[src/rtl/arb_pkg.sv]
// Shared definitions for the parametrised priority arbiter.
// Mode encoding is common to the top and to any consumer that drives the mode pin.
package arb_pkg;

    localparam logic MODE_FIXED = 1'b0;
    localparam logic MODE_RR    = 1'b1;

endpackage

[src/rtl/prio_pick.sv]
// Combinational rotating priority pick: highest set bit of req after rotating by start.
// With start = 0 this is a plain highest-index-wins encoder.
module prio_pick #(
    parameter int unsigned N    = 16,
    parameter int unsigned IDXW = $clog2(N)
) (
    input  logic [N-1:0]    req,
    input  logic [IDXW-1:0] start,
    output logic            found,
    output logic [IDXW-1:0] idx
);

    logic [N-1:0]    rot;
    logic [IDXW:0]   src;
    logic [IDXW-1:0] pos;
    logic [IDXW:0]   sum;

    // rot[j] = req[(j + start) mod N], so rot[N-1] is requester start-1 (searched first).
    always_comb begin
        rot = '0;
        src = '0;
        for (int j = 0; j < N; j++) begin
            src = (IDXW+1)'(j) + {1'b0, start};
            if (src >= (IDXW+1)'(N)) begin
                src = src - (IDXW+1)'(N);
            end
            rot[j] = req[src[IDXW-1:0]];
        end
    end

    always_comb begin
        pos   = '0;
        found = 1'b0;
        for (int j = 0; j < N; j++) begin
            if (rot[j]) begin
                pos   = IDXW'(j);
                found = 1'b1;
            end
        end
    end

    always_comb begin
        sum = {1'b0, pos} + {1'b0, start};
        if (sum >= (IDXW+1)'(N)) begin
            sum = sum - (IDXW+1)'(N);
        end
        idx = sum[IDXW-1:0];
    end

endmodule

[src/rtl/param_priority_arbiter.sv]
// Registered N-input priority arbiter with fixed / round-robin modes and a
// valid/ready output slot; reports winner index, one-hot grant and request popcount.
module param_priority_arbiter
    import arb_pkg::*;
#(
    parameter int unsigned N    = 16,
    parameter int unsigned IDXW = $clog2(N),
    parameter int unsigned CNTW = $clog2(N + 1)
) (
    input  logic            clk,
    input  logic            rst,
    input  logic [N-1:0]    req,
    input  logic            mode,
    output logic            out_valid,
    input  logic            out_ready,
    output logic [IDXW-1:0] out_idx,
    output logic [N-1:0]    out_grant,
    output logic [CNTW-1:0] out_count
);

    logic            valid_q, valid_d;
    logic [IDXW-1:0] idx_q, idx_d;
    logic [N-1:0]    grant_q, grant_d;
    logic [CNTW-1:0] count_q, count_d;
    logic [IDXW-1:0] ptr_q, ptr_d;

    logic            slot_free;
    logic [IDXW-1:0] start;
    logic            pick_found;
    logic [IDXW-1:0] pick_idx;
    logic [CNTW-1:0] req_count;

    assign slot_free = !valid_q || out_ready;
    assign start     = (mode == MODE_RR) ? ptr_q : '0;

    prio_pick #(
        .N    (N),
        .IDXW (IDXW)
    ) u_pick (
        .req   (req),
        .start (start),
        .found (pick_found),
        .idx   (pick_idx)
    );

    always_comb begin
        req_count = '0;
        for (int i = 0; i < N; i++) begin
            req_count = req_count + CNTW'(req[i]);
        end
    end

    // Stall holds everything; a free slot with no requests only drops valid.
    always_comb begin
        valid_d = valid_q;
        idx_d   = idx_q;
        grant_d = grant_q;
        count_d = count_q;
        ptr_d   = ptr_q;
        if (slot_free) begin
            if (pick_found) begin
                valid_d = 1'b1;
                idx_d   = pick_idx;
                grant_d = N'(1) << pick_idx;
                count_d = req_count;
                if (mode == MODE_RR) begin
                    ptr_d = pick_idx;
                end
            end else begin
                valid_d = 1'b0;
            end
        end
    end

    always_ff @(posedge clk or posedge rst) begin
        if (rst) begin
            valid_q <= 1'b0;
            idx_q   <= '0;
            grant_q <= '0;
            count_q <= '0;
            ptr_q   <= '0;
        end else begin
            valid_q <= valid_d;
            idx_q   <= idx_d;
            grant_q <= grant_d;
            count_q <= count_d;
            ptr_q   <= ptr_d;
        end
    end

    assign out_valid = valid_q;
    assign out_idx   = idx_q;
    assign out_grant = grant_q;
    assign out_count = count_q;

endmodule

[config.mk]
export PLATFORM = sky130hd
export DESIGN_NAME = param_priority_arbiter
export DESIGN_NICKNAME = d
export VERILOG_FILES = /design/src/rtl/arb_pkg.sv /design/src/rtl/prio_pick.sv /design/src/rtl/param_priority_arbiter.sv
export SDC_FILE = /design/constraint.sdc
export NUM_CORES = 1
export LEC_CHECK = 0
export ABC_AREA = 1
export CAP_MARGIN = 20
export CORE_ASPECT_RATIO = 1.1
export CORE_MARGIN = 8
export CORE_UTILIZATION = 40
export CTS_CLUSTER_SIZE = 28
export DETAILED_ROUTE_END_ITERATION = 16
export DONT_BUFFER_PORTS = 1
export PLACE_DENSITY = 0.56
export SLEW_MARGIN = 10
export SYNTH_ARGS = -nofsm -noshare
export SYNTH_HDL_FRONTEND = slang
export SYNTH_SLANG_ARGS = --single-unit
[constraint.sdc]
create_clock -name clk -period 3.94 [get_ports clk]
set_input_delay 0.788 -clock clk [delete_from_list [all_inputs] [get_ports clk]]
set_output_delay 0.788 -clock clk [all_outputs]
set_load 0.05 [all_outputs]
Word-level counts from Yosys, hierarchy flattened --
Cells that the tools add are included.
Storage, ports and cells: output and inout bits 26, ROM bits 0, memories kept 0, bits in writable memories 0, latch bits 0, register bits 30, logic and storage cells 173, input port bits 20
Operators by class: add/sub/neg operators 48, divide/modulo/power cells 0, shifts and indexed selects 1, magnitude comparators 33, $mul 0, reduce and logical (&&, ||, !) cells 4, multiplexer cells 82, equality and inequality tests 0, bitwise logic cells 0
Operator list (number):
- two-way mux 4 bit | 26
- >= comparator 5 bit (second input constant) | 16
- < comparator 4 x 5 -> 1 bit (second input constant) | 16
- subtractor 4 x 1 -> 4 bit (second input constant) | 17
- binary-select mux 1 bit (select 4 bit) | 16
- adder 5 x 1 -> 5 bit | 11
- adder 4 x 4 -> 5 bit (first input constant) | 8
- two-way mux 1 bit | 34
- adder 3 x 4 -> 5 bit (first input constant) | 4
- left shift 1 x 4 -> 16 bit (first input constant) | 1
- two-way mux 3 bit | 4
- adder 2 x 4 -> 5 bit (first input constant) | 2
- adder 1 x 4 -> 5 bit (first input constant) | 1
- adder 4 x 1 -> 5 bit | 1
- adder 4 x 4 -> 5 bit | 1
- >= comparator 4 x 5 -> 1 bit (second input constant) | 1
- adder 3 x 1 -> 4 bit | 1
- two-way mux 2 bit | 2
- adder 2 x 1 -> 3 bit | 1
- AND reduction 3 bit | 1
- adder 1 x 1 -> 2 bit | 1
- AND reduction 2 bit | 1
- zero test 1 bit | 1
- logical OR 1 bit | 1

Depth between registers and ports, before layout --
depth in word-level cells 25, gate-level depth with buffers 31, mapped depth without buffers 29

By module --
A second synthesis with hierarchy kept.
Unflattened totals: cell total of the unflattened synthesis 412, area total of the unflattened synthesis 2811.4 um^2
Modules (own cells, without submodules):
- param_priority_arbiter | instances 1, cells each 174, sequential area each 750.7 um^2, area an instance 1592.8 um^2
- prio_pick | instances 1, cells each 238, sequential area each 0.0 um^2, area an instance 1218.7 um^2

Worst setup path after synthesis --
No wires, ideal clock.
path kind input-to-reg, start point in req[0], end point reg count_q[3], in the netlist out_count[3], data required time 3.819 ns, setup slack 0.148 ns, arrival time 3.671 ns, path buffers 0, setup time 0.121 ns, stages on the path 12, cell sequence fa_1 > inv_1 > fa_1 > fa_1 > fa_1 > inv_1 > ha_1 > a21oi_1 > nor2_1 > nor2_1 > xor2_1 > o21ai_2
On the way: cells in the longest elaborated chain, start to end 19, elaborated cells between the ends (all ways) 64, classes of those cells add/sub (15); mux (48); reduce/logical (1)
RTL lines:
- start: declaration | RTL line param_priority_arbiter.sv:12 | input logic [N-1:0] req,
- parallel branches: the longest is 19 deep, another holds adder 4 x 1 -> 5 bit
- end signal: assignment | RTL line param_priority_arbiter.sv:86 | count_q <= count_d;
- end: declaration | RTL line param_priority_arbiter.sv:24 | logic [CNTW-1:0] count_q, count_d;
Several ways; the timed one is not identified. The select of a mux whose other input is x is not followed. A chain may end at the register's enable or synchronous reset.

Worst setup path in the final report --
start point in req[0], end point reg count_q[4], in the netlist out_count[4]
Same word-level chain as after synthesis.

==> flow_metrics.py <==
metrics = {
    "outcome": {
        "status": "finished, final reports clean",
    },
    "synth": {
        "post_synth_num_cell_types": 32,
        "yosys.area.top_type_share_pct": 23.9,
        "synth-seq-cells": 30,
        "synth_top_cell_by_area": "dfrtp_1",
        "yosysSeqAreaShare_pct": 23.9,
        "synthCells": 490,
        "syn-num-nets": 530,
        "synth_warnings": 0,
        "syn_avg_cell_area_sq_um": 6.42,
        "synth_area_leaders": "dfrtp_1 24%, nand2_1 23%, nand3_1 16%, fa_1 6.4%, inv_1 5.6%",
        "syn-cell-area_sq_mm": 0.00315,
    },
    "detailed_routing": {
        "drt-initial-drc-count": 116,
        "dr.pass1.iters": 4,
        "route.detailed.drc": 0,
        "via_per_inst": 5.00,
        "totalWireLength_mm": 8.29,
        "post_drt_wl_per_cell_um": 13.8,
        "antenna_left": 0,
        "dr_total_vias": 2998,
    },
    "power": {
        "leakage_nw": 1.88,
        "p_seq_share_pct": 25.4,
        "comb_power_share_pct": 66.7,
        "internal_power_mw": 1.32,
        "worst_ir_drop_vdd_mv": 0.255,
        "p_sw_share_pct": 58.8,
        "power.share.clock_pct": 7.9,
        "p_total_mw": 3.19,
        "powerDensity_mw_per_mm2": 958,
        "power.switching_mw": 1.88,
    },
    "timing": {
        "tns_ns": 0,
        "period_minus_slack_ns": 3.58,
        "maxSlewViolCount": 0,
        "finalHoldViolations": 0,
        "max_freq_ghz": 0.279,
        "worst-slew-pin-transition_ns": 0.562,
        "fin_crit_sh_pct": 91.0,
        "setup_viol": 0,
        "clock_skew_ns": 0.00506,
        "slew_headroom_pct": 62.5,
        "whs_ns": 0.470,
        "rsz0062_at_grt": "false",
    },
    "worst_setup_path": {
        "crit_start": "req[0]",
        "cp_max_fo": 4,
        "worstPathArrival_ns": 3.79,
        "cp.required_ns": 4.15,
        "reg2reg_from": "ptr_q[0]",
        "r2r_cells": 29,
        "cp-end-kind": "flop",
        "timing.critical_path.to": "out_count[4]",
        "r2r_slack_ns": 0.46,
        "path_class": "input port to flop",
        "rr_endpoint": "out_grant[9]",
        "critPathLaunchType": "input port",
    },
    "finish": {
        "syn2layout_area_growth_pct": 5.92,
        "fin_util_pct": 42.8,
        "n_fill_cell": 874,
        "antenna_cells": 0,
        "finalNonFillerCells": 600,
        "fin_nets": 531,
        "drive_gt1_share_pct": 9.15,
        "final_cell_mix": "191 x nand2_1, 100 x nand3_1, 47 x inv_1, 28 x dfrtp_1, 20 x nor2_1",
        "final_common_cell": "nand2_1",
    },
    "clock_tree": {
        "cts_hold_buffers": 0,
        "numClockSinks": 30,
        "postCtsResizedCells": 0,
        "h-tree-depth": 2,
        "post-cts-setup-buffer-count": 0,
        "clk-insertion-delay-late_ns": 0.28,
        "cts-root-buf": "clkbuf_8",
        "path_clk_slew_ns": 0.06,
        "cts_made_buffers": 5,
        "cts_buffer_depth": 2,
        "cts_tree": "built",
    },
    "floorplanning": {
        "initial_core_util_pct": 40.4,
        "rows": 34,
        "io_pins": 46,
        "die-area_sq_mm": 0.0110,
        "die_h_um": 109,
        "chipWidth_um": 101,
        "core_sq_mm": 0.00778,
    },
    "global_routing": {
        "grt_pass1_wl_mm": 14.1,
        "gr-usage-all-layers_pct": 16.1,
        "grt_pass1_vias": 2987,
        "grt_max_degree": 31,
        "antenna_found_initial": 0,
        "grt_remaining_overflow": 0,
    },
    "placement": {
        "hpwlAfterDp_mm": 6.83,
        "place_inst": 592,
        "place_congestion": 0.885,
        "numPortBuffers": 0,
    },
    "flow_run": {
        "cap_violations": 0,
    },
    "min_path": {
        "hold_class": "input port to asynchronous set/reset pin",
    },
}
routing by layer:
layer  part of all wire [%]  vias up  global-route usage (%)  wire (um)
li1                       -     1567                       -          -
met1                     43     1353                    18.0       3540
met2                     49       65                    29.1       4050
met3                    6.1       13                    3.32        502
met4                    2.4        0                    7.03        197
met5                      0        -                       0          0
state kept, by name, indices dropped and copies added (netlist names):
| register | cells |
|---|---|
| ptr_q | 4 |
| out_count | 5 |
| out_grant | 16 |
| out_idx | 4 |
| out_valid | 1 |
synth_stat cells (all sizes together):
cell type and n:
xnor2 2, o21a 1, ha 10, o21ai 20, a21oi 4, xor2 7
dfrtp 30, or2 1, buf 15, nand4 2, fa 10, nand3b 2
nor3 1, a31oi 4, nor2 21, and2 5, nand2 199, inv 54
o21bai 1, a21o 1, nand3 100
worst min-delay path by stage:
stage	startpoint	end	slack [ns]	depth (start not counted)
after detailed placement	ptr_q[3]	ptr_q[3]	0.59	2
after global placement	ptr_q[3]	ptr_q[3]	0.59	2
after floorplan	ptr_q[3]	ptr_q[3]	0.55	2
final	rst	out_grant[5]	0.47	2
after global routing	rst	out_grant[0]	0.50	2
after CTS	rst	out_grant[0]	0.47	2
worst max-delay path: stages:
cell and delay [ns]:
fa_1 0.52, inv_1 0.06, fa_1 0.47, fa_1 0.53, fa_1 0.41, inv_1 0.06, ha_1 0.16, inv_1 0.06
fa_1 0.39, nor2_1 0.11, o21ai_0 0.09, o21ai_2 0.13
kinds of logic (layout without fill, tap and decap cells):
family	after synthesis	in the layout	share of synthesized area (%)
compound gates	31	31	6.64
buf+inv	69	71	10.4
xor+xnor	9	9	2.51
flops	30	30	23.9
simple gates	331	331	46.2
fa+ha+maj	20	20	10.3
power groups by stage:
stage	Sequential (mW)	Combinational (mW)	Clock, mW
global placement	0.815	2.10	0
global route	0.826	2.45	0.282
floorplan	0.783	1.69	0
finish	0.809	2.13	0.252
detailed placement	0.817	2.14	0
CTS	0.812	2.15	0.263
per-stage QoR:
stage / worst slack (ns) / area [sq um]
2_1_floorplan: 0.148 / 3150
3_3_place_gp: 0.0879 / 3240
3_5_place_dp: 0.0303 / 3240
4_1_cts: 0.343 / 3330
5_1_grt: 0.0107 / 3330
6_report: 0.356 / 3330
cell type report:
| class | instances | area [sq um] | area share (%) |
|---|---|---|---|
| Clock buffer | 7 | 86.3 | 2.59 |
| Clock inverter | 1 | 5.00 | 0.150 |
| Inverter | 54 | 205 | 6.16 |
| Multi-Input combinational cell | 391 | 2070 | 62.0 |
| Sequential cell | 30 | 753 | 22.6 |
| Tap cell | 108 | 135 | 4.05 |
| Timing Repair Buffer | 9 | 80.1 | 2.40 |
Power figures use the tool's default switching activity.
